**config.mk**
```make
export PLATFORM = sky130hd
export DESIGN_NAME = exec_pipe
export DESIGN_NICKNAME = d
export VERILOG_FILES = /design/src/rtl/exec_pipe.sv
export SDC_FILE = /design/constraint.sdc
export NUM_CORES = 2
export LEC_CHECK = 0
export CORE_AREA = 4 4 324 406
export CTS_CLUSTER_SIZE = 8
export DETAILED_ROUTE_END_ITERATION = 8
export DIE_AREA = 0 0 328 410
export PLACE_DENSITY = 0.86
export SYNTH_ARGS = -nofsm -noshare
export SYNTH_HDL_FRONTEND = slang
export SYNTH_SLANG_ARGS = --single-unit
export TNS_END_PERCENT = 10
```
**constraint.sdc**
```tcl
create_clock -name CLK -period 56.7 [get_ports CLK]
set_input_delay 11.34 -clock CLK [delete_from_list [all_inputs] [get_ports CLK]]
set_output_delay 11.34 -clock CLK [all_outputs]
set_load 0.02 [all_outputs]
```
**src/rtl/exec_pipe.sv**
```systemverilog
// rtl/exec_pipe.sv - pipelined MIPS ALU execute unit with full forwarding and debug read port
// Optional HI/LO shift-add multiplier enabled by defining EXEC_MULT_EN.
module exec_pipe #(
  parameter int XLEN = 32,
  parameter int NREG = 32
) (
  input  logic            CLK,
  input  logic            rst,
  input  logic            instr_valid,
  output logic            instr_ready,
  input  logic [31:0]     instr,
  output logic [XLEN-1:0] busA,
  output logic [XLEN-1:0] busB,
  output logic [XLEN-1:0] busW,
  output logic            wb_valid,
  output logic [4:0]      wb_addr,
  input  logic [4:0]      dbg_addr,
  output logic [XLEN-1:0] dbg_data
);

  localparam int AW = (NREG > 1) ? $clog2(NREG) : 1;
  localparam logic [3:0] ALU_ADD  = 4'd0;
  localparam logic [3:0] ALU_SUB  = 4'd1;
  localparam logic [3:0] ALU_AND  = 4'd2;
  localparam logic [3:0] ALU_OR   = 4'd3;
  localparam logic [3:0] ALU_SLT  = 4'd4;
  localparam logic [3:0] ALU_SLL  = 4'd5;
  localparam logic [3:0] ALU_SRL  = 4'd6;
  localparam logic [3:0] ALU_PASS = 4'd7;

  logic [XLEN-1:0] r_bus_a, r_bus_b, r_bus_w;
  logic            r_wb_valid, r_ready;
  logic [4:0]      r_wb_addr;
  logic            r_s1_valid, r_s1_wen;
  logic [3:0]      r_s1_op;
  logic [4:0]      r_s1_dst, r_s1_shamt;
  logic [XLEN-1:0] r_regs [NREG];

  logic [5:0]      w_op, w_funct;
  logic [4:0]      w_rs, w_rt, w_rd, w_shamt;
  logic [15:0]     w_imm;
  logic [3:0]      w_dec_op;
  logic            w_dec_wen, w_dec_use_imm;
  logic [4:0]      w_dec_dst;
  logic [1:0]      w_dec_a_sel;
  logic [XLEN-1:0] w_dec_imm, w_rs_val, w_rt_val, w_opa, w_opb, w_alu;
  logic            w_accept, w_ready_next;

  assign w_op    = instr[31:26];
  assign w_rs    = instr[25:21];
  assign w_rt    = instr[20:16];
  assign w_rd    = instr[15:11];
  assign w_shamt = instr[10:6];
  assign w_funct = instr[5:0];
  assign w_imm   = instr[15:0];
  assign w_accept = instr_valid && r_ready;

  // Indices 0 and >= NREG never hold data, so they are also excluded from forwarding.
  function automatic logic f_idx_ok(input logic [4:0] idx);
    return (idx != 5'd0) && (int'(idx) < NREG);
  endfunction

  function automatic logic [XLEN-1:0] f_fwd(input logic [4:0] idx);
    if (!f_idx_ok(idx))
      return '0;
    else if (r_s1_valid && r_s1_wen && r_s1_dst == idx)
      return w_alu;
    else if (r_wb_valid && r_wb_addr == idx)
      return r_bus_w;
    else
      return r_regs[idx[AW-1:0]];
  endfunction

`ifdef EXEC_MULT_EN
  localparam logic [0:0] S_IDLE = 1'b0;
  localparam logic [0:0] S_BUSY = 1'b1;
  localparam int CW = $clog2(XLEN) + 1;
  logic [0:0]        r_state;
  logic [CW-1:0]     r_cnt;
  logic [XLEN-1:0]   r_hi, r_lo, r_mcand;
  logic [2*XLEN-1:0] r_prod;
  logic [XLEN:0]     w_sum;
  logic              w_dec_mult, w_last;
`endif

  always_comb begin
    w_dec_op      = ALU_ADD;
    w_dec_wen     = 1'b0;
    w_dec_dst     = w_rd;
    w_dec_use_imm = 1'b0;
    w_dec_imm     = '0;
    w_dec_a_sel   = 2'd0;
`ifdef EXEC_MULT_EN
    w_dec_mult    = 1'b0;
`endif
    case (w_op)
      6'h00: begin
        w_dec_wen = 1'b1;
        case (w_funct)
          6'h20: w_dec_op = ALU_ADD;
          6'h22: w_dec_op = ALU_SUB;
          6'h24: w_dec_op = ALU_AND;
          6'h25: w_dec_op = ALU_OR;
          6'h2A: w_dec_op = ALU_SLT;
          6'h00: w_dec_op = ALU_SLL;
          6'h02: w_dec_op = ALU_SRL;
`ifdef EXEC_MULT_EN
          6'h10: begin w_dec_op = ALU_PASS; w_dec_a_sel = 2'd1; end
          6'h12: begin w_dec_op = ALU_PASS; w_dec_a_sel = 2'd2; end
          6'h18: begin w_dec_wen = 1'b0; w_dec_mult = 1'b1; end
`endif
          default: w_dec_wen = 1'b0;
        endcase
      end
      6'h08: begin
        w_dec_wen = 1'b1; w_dec_dst = w_rt; w_dec_use_imm = 1'b1;
        w_dec_imm = XLEN'($signed(w_imm));
      end
      6'h0C, 6'h0D: begin
        w_dec_wen = 1'b1; w_dec_dst = w_rt; w_dec_use_imm = 1'b1;
        w_dec_op  = (w_op == 6'h0C) ? ALU_AND : ALU_OR;
        w_dec_imm = XLEN'(w_imm);
      end
      default: ;
    endcase
  end

  assign w_rs_val = f_fwd(w_rs);
  assign w_rt_val = f_fwd(w_rt);
  assign w_opb    = w_dec_use_imm ? w_dec_imm : w_rt_val;

  always_comb begin
    w_opa = w_rs_val;
`ifdef EXEC_MULT_EN
    if (w_dec_a_sel == 2'd1) w_opa = r_hi;
    else if (w_dec_a_sel == 2'd2) w_opa = r_lo;
`endif
  end

  always_comb begin
    w_alu = '0;
    case (r_s1_op)
      ALU_ADD:  w_alu = r_bus_a + r_bus_b;
      ALU_SUB:  w_alu = r_bus_a - r_bus_b;
      ALU_AND:  w_alu = r_bus_a & r_bus_b;
      ALU_OR:   w_alu = r_bus_a | r_bus_b;
      ALU_SLT:  w_alu = XLEN'($signed(r_bus_a) < $signed(r_bus_b));
      ALU_SLL:  w_alu = (int'(r_s1_shamt) >= XLEN) ? '0 : (r_bus_b << r_s1_shamt);
      ALU_SRL:  w_alu = (int'(r_s1_shamt) >= XLEN) ? '0 : (r_bus_b >> r_s1_shamt);
      ALU_PASS: w_alu = r_bus_a;
      default:  w_alu = '0;
    endcase
  end

`ifdef EXEC_MULT_EN
  // One multiplier bit per cycle: add multiplicand into the upper half, then shift right.
  assign w_sum  = {1'b0, r_prod[2*XLEN-1:XLEN]} + (r_prod[0] ? {1'b0, r_mcand} : '0);
  assign w_last = (r_cnt == CW'(XLEN - 1));
  assign w_ready_next = (r_state == S_IDLE) ? !(w_accept && w_dec_mult) : w_last;

  always_ff @(posedge CLK or posedge rst) begin
    if (rst) begin
      r_state <= S_IDLE;
      r_cnt   <= '0;
      r_hi    <= '0;
      r_lo    <= '0;
      r_mcand <= '0;
      r_prod  <= '0;
    end else if (r_state == S_IDLE) begin
      if (w_accept && w_dec_mult) begin
        r_state <= S_BUSY;
        r_cnt   <= '0;
        r_mcand <= w_rs_val;
        r_prod  <= {{XLEN{1'b0}}, w_rt_val};
      end
    end else begin
      r_prod <= {w_sum, r_prod[XLEN-1:1]};
      r_cnt  <= r_cnt + 1'b1;
      if (w_last) begin
        r_state      <= S_IDLE;
        {r_hi, r_lo} <= {w_sum, r_prod[XLEN-1:1]};
      end
    end
  end
`else
  assign w_ready_next = 1'b1;
`endif

  always_ff @(posedge CLK or posedge rst) begin
    if (rst) begin
      r_ready    <= 1'b0;
      r_s1_valid <= 1'b0;
      r_s1_wen   <= 1'b0;
      r_s1_op    <= ALU_ADD;
      r_s1_dst   <= '0;
      r_s1_shamt <= '0;
      r_bus_a    <= '0;
      r_bus_b    <= '0;
      r_bus_w    <= '0;
      r_wb_valid <= 1'b0;
      r_wb_addr  <= '0;
      for (int i = 0; i < NREG; i++) r_regs[i] <= '0;
    end else begin
      r_ready    <= w_ready_next;
      r_s1_valid <= w_accept;
      if (w_accept) begin
        r_bus_a    <= w_opa;
        r_bus_b    <= w_opb;
        r_s1_op    <= w_dec_op;
        r_s1_wen   <= w_dec_wen;
        r_s1_dst   <= w_dec_dst;
        r_s1_shamt <= w_shamt;
      end
      r_wb_valid <= r_s1_valid && r_s1_wen;
      if (r_s1_valid) begin
        r_bus_w   <= w_alu;
        r_wb_addr <= r_s1_dst;
      end
      if (r_wb_valid && f_idx_ok(r_wb_addr))
        r_regs[r_wb_addr[AW-1:0]] <= r_bus_w;
    end
  end

  assign instr_ready = r_ready;
  assign busA        = r_bus_a;
  assign busB        = r_bus_b;
  assign busW        = r_bus_w;
  assign wb_valid    = r_wb_valid;
  assign wb_addr     = r_wb_addr;
  assign dbg_data    = f_idx_ok(dbg_addr) ? r_regs[dbg_addr[AW-1:0]] : '0;

endmodule

```
==> results.md <==
- Status: finished, final reports clean
- Final min period: between 20 and 30 ns
- Pwr Density: between 30 and 40 mW/mm2
- Sequential share of the synthesized area: a little under two fifths
- Final Max Slew Viols: 0
- DR DRC count: 0
- Top FF cell, synth: dfrtp_1
- Chip Width: 328 um
- Wire length per cell: between 30 and 40 um
- Initial Util: 59.6%
- # hold bufs at CTS: 0
- Synth Net Count: approximately 5600
- Post-route clock period utilization: between 40 and 50%
- Post-cts sizing count: 0
- Worst Hold Launch: r_regs[993]
- Post-Route WL: approximately 270 mm
- Post-CTS Setup Bufs: 0
- Largest net degree at the start of global routing: approximately 180
- Post-Syn Area: between 0.07 and 0.08 mm2
- Dpl hpwl: 163 mm
- Area added between synthesis and finish: 9.16%
- Peak supply drop: 0.0304 mV
- Final TNS setup: 0 ns
- Measured slew at the worst slew-check pin: 1.38 ns
- Critical Path Fanout Max: 57
- Leak: roughly 36 nW
- # setup viols final: 0
- CTS sink count: about 1100
- Dpl cells: ~6900
- Synth cell types: 84
- Hold Vio Cnt, Final: 0
- RD Place Congestion: approximately 1.0
- Site Rows: around 150
- Commonest non-fill, non-tap cell in the layout: dfrtp_1
- DRT iter0 DRCs: 8577
- Setup CP Type: primary input to output pin
- Final WS setup: between 20 and 30 ns
- Via/cell ratio: 8.04
- Cells after synthesis: between 5000 and 6000
- 1st-pass router iterations: 7
- Yosys warnings: 0
- Total grt overflow: 0
- Nets: about 5500
- Clk_skew: 0.0294 ns
- Initial antenna violation count: 6
- Final ANT Viol Nets: 0
- Max clock buf depth: 3
- Syn avg cell area: 14.0 um2
- Most frequent cells in the layout: dfrtp_1 (1138), mux4_2 (1034), mux2_2 (1011)
- First-pass GRT wire length: between 300 and 400 mm
- H-tree depth: 4
- Final Power: 2.88 mW
- Maxcap violations: 0
- CP Launch Type: primary input
- RSZ-0062 raised after global routing: no
- Vias in the first global route: about 60000
- Clk Latency, worst-skew pair: 0.80 ns
- Dpl ws: approximately 29 ns
- WP data required: about 45 ns
- Port Buf Inserts: around 170
- Post-synth ARST share: between 90% and 100%
- CTS tree: yes
- Worst setup startpoint: dbg_addr[0]
- IO Count: between 150 and 200
- Total Routing Usage GR: 40.4%
- Total die area: roughly 0.13 mm2
- Num CTS Buffers: 160
- Hold/Removal Path Class: flip-flop to flip-flop
- FMAX: 36.7 MHz
- Reg2reg start: busB[13]
- Slew HR: under 10%
- Share of cells above drive strength 1: 45.9%
- Placeable Area: approximately 0.13 mm2
- Die Y: 410 um
- Post-synth EDFFs: 0
- Finished Layout Cells: about 7000
- Clock-pin slew of the registers on the worst-case setup and hold paths: 0.05 ns
- Clock root buffer: clkbuf_16
- Via Count: around 57000
- Critical Path AT: between 15 and 20 ns
- Worst hold slack: 0.419 ns
- FF+latch count, synth: between 1000 and 1500
- Critical Path End Type: output pin
==> cell type report <==
class | count | area (um2)
Multi-Input combinational cell | 3592 | 44900
Fill cell | 8418 | 44700
Sequential cell | 1142 | 28600
Clock buffer | 168 | 4100
Timing Repair Buffer | 310 | 2790
Tap cell | 1713 | 2140
Inverter | 109 | 417
Clock inverter | 10 | 148
Antenna cell | 5 | 12.5
==> flip-flops by register name (all words and copies together) (netlist names) <==
register     cells
wb_addr          5
r_s1_shamt       5
busA            32
r_s1_valid       1
r_s1_op          3
r_s1_dst         5
r_s1_wen         1
r_regs        1024
busW            32
wb_valid         1
instr_ready      1
busB            32
==> power breakdown <==
group          total, mW  switching (mW)  leakage, nW  internal (mW)
clock              0.866           0.360         2.09          0.506
sequential          1.14           0.187         15.6          0.953
combinational      0.874           0.433         18.2          0.441
==> through the flow <==
step | cell area [um2] | util [%]
6_report | 83100 | 65.0
5_1_grt | 83100 | 65.0
4_1_cts | 83100 | 65.0
3_5_place_dp | 78800 | 61.7
3_3_place_gp | 78800 | 61.7
2_1_floorplan | 76100 | -
==> Yosys cell counts, types with 31 or more instances <==
library cell  count  area, um2
ha_1            113       1410
mux2i_1         128       1280
mux4_2         1034      23300
buf_2           126        631
buf_1           115        432
o21ai_0         148        741
o22ai_1          35        219
nand2_1         208        781
dfrtp_1        1142      28600
nor2_1          240        901
mux2_2         1011      11400
o221ai_1         31        272
clkbuf_1        354       1330
inv_1           109        409
a21oi_1         211       1060
==> path summary, 6_finish.rpt <==
kind / to / slack [ns] / cells after the start
worst min register to register: r_regs[993] / 0.42 / 0
worst min-delay path: r_regs[993] / 0.42 / 0
worst max register to register: busA[30] / 51.68 / 13
worst max-delay path: dbg_data[16] / 29.44 / 8
min in group asynchronous: r_regs[892] / 11.07 / 2
max in group asynchronous: r_regs[79] / 40.58 / 7
==> cells by family (layout without fill, tap and decap cells) <==
| group | Yosys count | count (layout) | synth area share (%) |
|---|---|---|---|
| AOI/OAI and AO/OA | 650 | 650 | 5.47 |
| xor gates and xnor gates | 45 | 45 | 0.518 |
| adders and majority gates | 115 | 115 | 1.91 |
| buffers and inverters | 714 | 597 | 3.80 |
| DFF | 1142 | 1142 | 37.5 |
| muxes | 2174 | 2174 | 47.2 |
| other | 1 | 6 | 0.00493 |
| and+or+nand+nor | 607 | 607 | 3.52 |
==> routing by layer <==
| metal | up-vias | GRT usage, % | share of wire (%) |
|---|---|---|---|
| met5 | - | 0.507 | 0.038 |
| met4 | 12 | 31.3 | 10 |
| met3 | 1574 | 14.3 | 14 |
| met2 | 5190 | 60.9 | 46 |
| met1 | 28800 | 47.3 | 31 |
| li1 | 21100 | - | - |
==> critical path, cell delays in order <==
cell and delay, ns:
buf_8 0.39, buf_4 0.85, buf_4 0.97, mux4_2 0.61, mux4_2 0.49, mux2i_1 0.50, nor2_1 0.13, clkdlybuf4s50_1 0.58
Power figures use the tool's default switching activity.
